[src/rtl/can_bit_timing_pkg.sv]
// Shared types and constants for the CAN bit-timing unit.
// Contents: bit-segment enum, bus level names, resync event codes,
//           and a helper that recognises a recessive->dominant transition.
package can_bit_timing_pkg;

  typedef enum logic [1:0] {
    SEG_SYNC  = 2'd0,
    SEG_TSEG1 = 2'd1,
    SEG_TSEG2 = 2'd2
  } can_seg_t;

  localparam logic RECESSIVE = 1'b1;
  localparam logic DOMINANT  = 1'b0;

  // resync_evt encodings
  localparam logic [1:0] RESYNC_NONE  = 2'b00;
  localparam logic [1:0] RESYNC_HARD  = 2'b01;
  localparam logic [1:0] RESYNC_LATE  = 2'b10;  // TSEG1 lengthened
  localparam logic [1:0] RESYNC_EARLY = 2'b11;  // TSEG2 shortened or bit restarted

  // Only recessive->dominant transitions carry timing information on CAN.
  function automatic logic is_fall(input logic prev, input logic cur);
    return (prev == RECESSIVE) && (cur == DOMINANT);
  endfunction

endpackage

[src/rtl/can_bit_timing_if.sv]
// Bundle between the CAN RX pin / frame decoder and the bit-timing unit.
// Ports: rx, hard_sync_en (into the timing unit); sp, rx_bit, bit_start,
//        resync_evt (out of the timing unit). master = timing unit side.
interface can_bit_timing_if;
  logic       rx;
  logic       hard_sync_en;
  logic       sp;
  logic       rx_bit;
  logic       bit_start;
  logic [1:0] resync_evt;

  modport master (
    input  rx, hard_sync_en,
    output sp, rx_bit, bit_start, resync_evt
  );

  modport slave (
    output rx, hard_sync_en,
    input  sp, rx_bit, bit_start, resync_evt
  );
endinterface

[src/rtl/can_bit_timing_edge_sync.sv]
// Brings the asynchronous CAN RX pin into the clk domain and flags falling edges.
// Ports: clk, reset (async, active-high), rx (raw pin) -> rx_s (synchronized level),
//        fall_edge (1-clk pulse, 2 clk after rx falls).
module can_edge_sync
  import can_bit_timing_pkg::*;
(
  input  logic clk,
  input  logic reset,
  input  logic rx,
  output logic rx_s,
  output logic fall_edge
);

  logic rx_meta;
  logic rx_d;

  // All stages reset recessive so releasing reset on an idle bus is not an edge.
  always_ff @(posedge clk or posedge reset) begin
    if (reset) begin
      rx_meta <= RECESSIVE;
      rx_s    <= RECESSIVE;
      rx_d    <= RECESSIVE;
    end else begin
      rx_meta <= rx;
      rx_s    <= rx_meta;
      rx_d    <= rx_s;
    end
  end

  assign fall_edge = is_fall(rx_d, rx_s);

endmodule

[src/rtl/can_bit_timing.sv]
// CAN bit-timing unit: splits each bit into SYNC/TSEG1/TSEG2 time quanta, emits the
// sample-point strobe and the sampled bit, hard-syncs on SOF and resyncs (SJW-limited).
// Ports: clk, reset (async, active-high), bus (master: rx, hard_sync_en in;
//        sp, rx_bit, bit_start, resync_evt out -- all outputs registered).
module can_bit_timing
  import can_bit_timing_pkg::*;
#(
  parameter int BRP   = 4,
  parameter int TSEG1 = 7,
  parameter int TSEG2 = 2,
  parameter int SJW   = 1,
  parameter int CNT_W = 8
) (
  input  logic                 clk,
  input  logic                 reset,
  can_bit_timing_if.master     bus
);

  localparam logic [CNT_W-1:0] BRP_LAST = CNT_W'(BRP - 1);
  localparam logic [CNT_W-1:0] TSEG1_Q  = CNT_W'(TSEG1);
  localparam logic [CNT_W-1:0] TSEG2_Q  = CNT_W'(TSEG2);
  localparam logic [CNT_W-1:0] SJW_Q    = CNT_W'(SJW);

  function automatic logic [CNT_W-1:0] sat_min(input logic [CNT_W-1:0] a,
                                               input logic [CNT_W-1:0] b);
    return (a < b) ? a : b;
  endfunction

  logic rx_s;
  logic fall_edge;

  can_edge_sync u_edge_sync (
    .clk       (clk),
    .reset     (reset),
    .rx        (bus.rx),
    .rx_s      (rx_s),
    .fall_edge (fall_edge)
  );

  can_seg_t         seg;
  logic [CNT_W-1:0] pre;
  logic [CNT_W-1:0] tq_cnt;
  logic [CNT_W-1:0] ext;
  logic [CNT_W-1:0] shr;
  logic             sync_done;

  logic             sp_r;
  logic             rx_bit_r;
  logic             bit_start_r;
  logic [1:0]       resync_evt_r;

  logic             tq_tick;
  logic [CNT_W-1:0] seg1_len;
  logic [CNT_W-1:0] seg2_len;
  logic             last1;
  logic             last2;
  logic             hard_sync;
  logic             resync;
  logic [CNT_W-1:0] err_late;
  logic [CNT_W-1:0] err_early;

  assign tq_tick  = (pre == BRP_LAST);
  assign seg1_len = TSEG1_Q + ext;
  assign seg2_len = TSEG2_Q - shr;
  // ">=" rather than "==" so a segment shortened below the current count still ends.
  assign last1    = (tq_cnt >= seg1_len - 1'b1);
  assign last2    = (tq_cnt >= seg2_len - 1'b1);

  assign hard_sync = fall_edge && bus.hard_sync_en;
  assign resync    = fall_edge && !bus.hard_sync_en && !sync_done;

  // Phase errors in tq; tq_cnt is bounded by the segment length so neither wraps.
  assign err_late  = tq_cnt + 1'b1;
  assign err_early = TSEG2_Q - tq_cnt;

  always_ff @(posedge clk or posedge reset) begin
    if (reset) begin
      seg          <= SEG_SYNC;
      pre          <= '0;
      tq_cnt       <= '0;
      ext          <= '0;
      shr          <= '0;
      sync_done    <= 1'b0;
      sp_r         <= 1'b0;
      rx_bit_r     <= RECESSIVE;
      bit_start_r  <= 1'b0;
      resync_evt_r <= RESYNC_NONE;
    end else begin
      sp_r         <= 1'b0;
      bit_start_r  <= 1'b0;
      resync_evt_r <= RESYNC_NONE;
      pre          <= tq_tick ? '0 : pre + 1'b1;

      // Nominal segment sequencing. Sync events below are evaluated against the
      // same (old) segment and override these assignments where they apply.
      if (tq_tick) begin
        case (seg)
          SEG_SYNC: begin
            seg    <= SEG_TSEG1;
            tq_cnt <= '0;
          end
          SEG_TSEG1: begin
            if (last1) begin
              sp_r      <= 1'b1;
              // An edge in this very cycle means rx_s already holds the new level;
              // the bit value is the level before that edge, which is recessive.
              rx_bit_r  <= fall_edge ? RECESSIVE : rx_s;
              seg       <= SEG_TSEG2;
              tq_cnt    <= '0;
              ext       <= '0;
              sync_done <= 1'b0;
            end else begin
              tq_cnt <= tq_cnt + 1'b1;
            end
          end
          SEG_TSEG2: begin
            if (last2) begin
              seg         <= SEG_SYNC;
              tq_cnt      <= '0;
              shr         <= '0;
              bit_start_r <= 1'b1;
            end else begin
              tq_cnt <= tq_cnt + 1'b1;
            end
          end
          default: begin
            seg    <= SEG_SYNC;
            tq_cnt <= '0;
          end
        endcase
      end

      if (hard_sync) begin
        // The edge cycle stands in for SYNC, so timing restarts straight in TSEG1.
        pre          <= '0;
        tq_cnt       <= '0;
        seg          <= SEG_TSEG1;
        ext          <= '0;
        shr          <= '0;
        sync_done    <= 1'b1;
        sp_r         <= 1'b0;
        rx_bit_r     <= rx_bit_r;
        bit_start_r  <= 1'b1;
        resync_evt_r <= RESYNC_HARD;
      end else if (resync) begin
        sync_done <= 1'b1;
        case (seg)
          SEG_TSEG1: begin
            resync_evt_r <= RESYNC_LATE;
            // If TSEG1 is ending this cycle the sample point is already taken;
            // lengthening would only leak into the next bit.
            if (!(tq_tick && last1)) begin
              ext <= sat_min(err_late, SJW_Q);
            end
          end
          SEG_TSEG2: begin
            resync_evt_r <= RESYNC_EARLY;
            if (err_early <= SJW_Q) begin
              // Close enough to the next bit: restart it at the edge.
              seg         <= SEG_TSEG1;
              tq_cnt      <= '0;
              pre         <= '0;
              shr         <= '0;
              bit_start_r <= 1'b1;
            end else begin
              shr <= SJW_Q;
            end
          end
          default: ;  // SYNC: edge is where it should be, phase error 0
        endcase
      end
    end
  end

  assign bus.sp         = sp_r;
  assign bus.rx_bit     = rx_bit_r;
  assign bus.bit_start  = bit_start_r;
  assign bus.resync_evt = resync_evt_r;

endmodule

[src/flat_wrapper.sv]
// flat-port wrapper written by rule: the top's interface ports become plain ports
module can_bit_timing_flat import can_bit_timing_pkg::*;
#(
  parameter int BRP   = 4,
  parameter int TSEG1 = 7,
  parameter int TSEG2 = 2,
  parameter int SJW   = 1,
  parameter int CNT_W = 8
)
  (clk, reset, bus_rx, bus_hard_sync_en, bus_sp, bus_rx_bit, bus_bit_start, bus_resync_evt);
  can_bit_timing_if bus_i ();
  input  logic clk;
  input  logic reset;
  input wire logic [$bits(bus_i.rx)-1:0] bus_rx;
  input wire logic [$bits(bus_i.hard_sync_en)-1:0] bus_hard_sync_en;
  output wire logic [$bits(bus_i.sp)-1:0] bus_sp;
  output wire logic [$bits(bus_i.rx_bit)-1:0] bus_rx_bit;
  output wire logic [$bits(bus_i.bit_start)-1:0] bus_bit_start;
  output wire logic [$bits(bus_i.resync_evt)-1:0] bus_resync_evt;
  assign bus_i.rx = bus_rx;
  assign bus_i.hard_sync_en = bus_hard_sync_en;
  assign bus_sp = bus_i.sp;
  assign bus_rx_bit = bus_i.rx_bit;
  assign bus_bit_start = bus_i.bit_start;
  assign bus_resync_evt = bus_i.resync_evt;
  can_bit_timing #(.BRP(BRP), .TSEG1(TSEG1), .TSEG2(TSEG2), .SJW(SJW), .CNT_W(CNT_W)) u_core (.clk(clk), .reset(reset), .bus(bus_i));
endmodule
[config.mk]
export PLATFORM = sky130hd
export DESIGN_NAME = can_bit_timing_flat
export DESIGN_NICKNAME = d
export VERILOG_FILES = /design/src/rtl/can_bit_timing_pkg.sv /design/src/rtl/can_bit_timing_if.sv /design/src/rtl/can_bit_timing_edge_sync.sv /design/src/rtl/can_bit_timing.sv /design/src/flat_wrapper.sv
export SDC_FILE = /design/constraint.sdc
export NUM_CORES = 1
export LEC_CHECK = 0
export ABC_CLOCK_PERIOD_IN_PS = 4100
export BUFFER_PORTS_ARGS = -buffer_cell sky130_fd_sc_hd__buf_2
export CAP_MARGIN = 10
export CORE_MARGIN = 2
export CORE_UTILIZATION = 30
export DETAILED_ROUTE_END_ITERATION = 10
export GPL_ROUTABILITY_DRIVEN = 0
export PLACE_DENSITY = 0.41
export SYNTH_ARGS = -nofsm -noshare
export SYNTH_HDL_FRONTEND = slang
export SYNTH_SLANG_ARGS = --single-unit
[constraint.sdc]
create_clock -name clk -period 4.1 [get_ports clk]
set_input_delay 0.205 -clock clk [delete_from_list [all_inputs] [get_ports clk]]
set_output_delay 0.205 -clock clk [all_outputs]
set_load 0.01 [all_outputs]
==> results.txt <==
Placeable core area: 0.00864 mm2. Setup TNS after final layout: 0 ps. The number of clock buffers added by TritonCTS is 5.

For the highest clock frequency the design can meet, the log shows 0.338 GHz. Yosys mapped the design onto 49 distinct sky130hd cell types. Yosys printed 0 warnings. Capturing element type of the critical path: a flop.

The number of placed instances, taps included came out at 386. The sequential fraction of the synthesis area is 0.408, and the compound-cell area share of the yosys netlist is 0.157. The run gives 310 ps as the clock latency on the worst-skew pair. In this run the tool buffered the top-level ports with 8 buffer cells.

The total power per unit cell area was 372 mW/mm2. The routed wire length is 5870 um. The area growth from synthesis to layout works out to 9.26%.

Setup repair after global routing left no endpoint under its margin. The cell count after synthesis was 278. Each instance of the synthesized netlist takes up on average 9.53 um2.

The start point of the critical path was u_core.ext[1]$_DFF_PP0_. After layout, the minimum clock period comes to 2960 ps. The flop and latch count out of synthesis came out at 43. The tightest min-delay check is of the primary input to asynchronous set/reset pin type. The post-synthesis share of cell area spent on and, or, nand and nor gates came out at 0.202.

The post-place setup slack is 1100 ps, and the share of cell area taken by muxes after synthesis is 0.00425. For the final max-slew violation count, the log shows 0. The critical path is of the flop to flop type. For this run the aggregate overflow at the end of global routing stands at 0.

The post-route fraction of the period consumed by the critical path came out at 0.722. The number of levels in the clock H-tree was 2. The flow ran to the end, and the final reports show no timing, DRC or antenna violations.

At the pin with the least slew margin, the transition time is 963 ps. In this run, synthesis inferred 0 flip-flops with an integrated enable. Dividing the detail-routed wire length by the instance count gives 14.9 um. Across the run, the number of max-cap violations was 0. The maximum VDD drop was 0.106 mV; the number of global-route vias before repair was 1941. At the worst endpoint, the required time is 4290 ps. The number of buffers on the longest clock path came out at 2. The worst setup skew after layout was 16.4 ps. For the count of routing violations after the opening detailed-route iteration, the log shows 109. Setup violations remaining at the end of the flow were counted as 0. The critical path startpoint category was a flop. 0 antenna diodes ended up in the layout. The dominant combinational cell family by area after synthesis was simple AND/OR/NAND/NOR gates.

The final layout net count is 316. The run gives 0 as the number of antenna violations at the first check in global routing. The tree is rooted in a clkbuf_8. TritonCTS built the clock tree.

The worst-case setup margin in the final layout was 1140 ps. The length of the first detailed-routing pass in iterations is 5, and the number of gates resized after cts is 0. The floorplan has 34 rows. The placed cell area was 0.00280 mm2; the width of the die was 98.0 um. The initial core utilization was 0.307. Post-synthesis cell type with the largest combined area: dfrtp_1.

Using the TritonRoute via totals, the vias-per-cell ratio works out to 5.05. The count of nets left with antenna violations once routing finished came out at 0. Sorting the synthesized cells by area gives the leading types as dfrtp_1, ha_1, and3_1.

Entering global routing, the biggest net connects 44 pins. Measured along the y axis, the die boundary spans 98.0 um. The I/O pin count was 9.

The filler cells instantiated in the layout total 899. Total vias in the final route: 1994. The commonest cells after synthesis are dfrtp_1, ha_1, nor2_1. The run gives 0 as the detailed-route DRC error count.

In the synthesized netlist the dominant register cell turns out to be dfrtp_1. Summing all non-filler instances in the final layout gives an area of 0.00289 mm2. The net count of the mapped netlist was 308. The most frequently used cell type in the post-synthesis netlist is dfrtp_1. The first global-routing pass estimated 10000 um of wire.

The run gives 0.357 as the headroom to the max-slew limit. The run gives 43 as the number of sinks on the clock net. For the worst setup path, the data arrival time is 3150 ps. The wire-length estimate of the detail-placed layout is 4250 um.

Excluding fillers, the count of instances in the completed layout stands at 395. The die covers 0.00960 mm2. Parity-gate share of the synthesized area counting xor and xnor cells: 0.0661. The overall routing resource usage is 0.129.

The fraction of the mapped netlist area in adder cells was 0.123; the fraction of layout instances using a drive strength above 1 was 0.101. Share of flip-flops with an asynchronous set or reset: 1.00. Final hold analysis gives a worst-case slack of 117 ps.

The synthesized cell area is 0.00265 mm2. The critical register-to-register path startpoint was u_core.ext[1]$_DFF_PP0_. The area fraction of the dominant cell type after synthesis is 0.368, and the final-report hold violation count is 0. After clock tree synthesis, the clock-pin slew on the worst setup and hold paths is 100 ps. The cell leakage power was 0.00137 uW; the maximum fanout along the worst path was 8.
==> area by class of cell <==
class | instances | area (um2) | area share
Multi-Input combinational cell | 208 | 1460 | 0.506
Sequential cell | 43 | 1080 | 0.374
Tap cell | 108 | 135 | 0.0467
Clock buffer | 5 | 68.8 | 0.0238
Inverter | 18 | 67.6 | 0.0233
Timing Repair Buffer | 10 | 57.6 | 0.0199
Clock inverter | 3 | 20.0 | 0.00692
==> report_power, final <==
part / switching [uW] / total [uW] / internal, uW / leakage (uW)
sequential: 53.0 / 517 / 464 / 0.000568
clock: 164 / 283 / 119 / 0.0000402
combinational: 160 / 276 / 116 / 0.000758
==> critical path: stages (launching register included) <==
cell,delay [ps]
dfrtp_1,420
inv_1,60
ha_1,220
nor2_1,180
nand3_1,130
xor2_1,150
ha_1,310
and3_1,180
nand3_1,110
a21oi_1,390
o21ai_0,360
a31o_2,340
==> cells in the final DEF (no fill, tap or decap), types with 3 or more instances in the layout <==
cell type | netlist | routed
nor4_1 | 5 | 5
inv_1 | 18 | 17
o21ai_0 | 15 | 15
nor3_1 | 8 | 8
nand3_1 | 10 | 10
nand2b_1 | 4 | 4
a21oi_1 | 6 | 6
and3_1 | 18 | 18
clkbuf_8 | 0 | 5
nand2_1 | 19 | 19
a21o_1 | 8 | 8
dfstp_2 | 4 | 4
or3_1 | 3 | 3
buf_2 | 2 | 8
nor2_1 | 22 | 22
a211o_1 | 4 | 4
nor2b_1 | 4 | 4
xnor2_1 | 8 | 8
ha_1 | 26 | 26
a31oi_1 | 4 | 4
dfrtp_1 | 39 | 39
xor2_1 | 12 | 12
==> routing by layer <==
metal / vias to the layer above / GRT usage / wire length (um)
met4: 0 / 0.0321 / 57
met2: 26 / 0.203 / 2710
met5: - / 0 / 0
met1: 960 / 0.186 / 2950
met3: 5 / 0.0215 / 158
li1: 1003 / - / -
==> state kept, by name (all words and copies together), names as in the netlist <==
register	count
u_core.bus.rx_bit	1
u_core.sync_done	1
u_core.tq_cnt	8
u_core.bus.bit_start	1
u_core.u_edge_sync.rx_s	1
u_core.bus.resync_evt	2
u_core.u_edge_sync.rx_d	1
u_core.u_edge_sync.rx_meta	1
u_core.pre	8
u_core.seg	2
u_core.bus.sp	1
u_core.shr	8
u_core.ext	8
==> final timing paths <==
kind	endpoint	slack (ps)	cells past startpoint
max in group asynchronous	u_core.pre[3]$_DFF_PP0_	3380	2
worst min-delay path	u_core.bus.resync_evt[1]$_DFF_PP0_	120	2
worst min register to register	u_core.u_edge_sync.rx_s$_DFF_PP1_	360	0
worst max register to register	u_core.ext[1]$_DFF_PP0_	1140	11
min in group clk	u_core.bus.sp$_DFF_PP0_	260	3
worst max-delay path	u_core.ext[1]$_DFF_PP0_	1140	11
==> cell families (layout without fill, tap and decap cells) <==
logic type | Yosys count | in the layout
DFF | 43 | 43
and+or+nand+nor | 102 | 102
buffers and inverters | 27 | 36
AOI/OAI and AO/OA | 59 | 59
muxes | 1 | 1
xor gates and xnor gates | 20 | 20
adders and majority gates | 26 | 26
==> per-stage QoR <==
| stage | utilization | total power [uW] |
|---|---|---|
| floorplan | - | 731 |
| global placement | 0.324 | 810 |
| detailed placement | 0.324 | 804 |
| CTS | 0.335 | 1090 |
| global route | 0.335 | 1150 |
| finish | 0.335 | 1080 |
==> what timing repair did <==
| item | CTS | global route |
|---|---|---|
| endpoints found under the hold margin | 1 | 0 |
| buffers inserted | 0 | 0 |
| hold buffers | 1 | 0 |
| setup endpoints to repair | 0 | 0 |
Note: power is estimated with default switching activity, not from simulation.
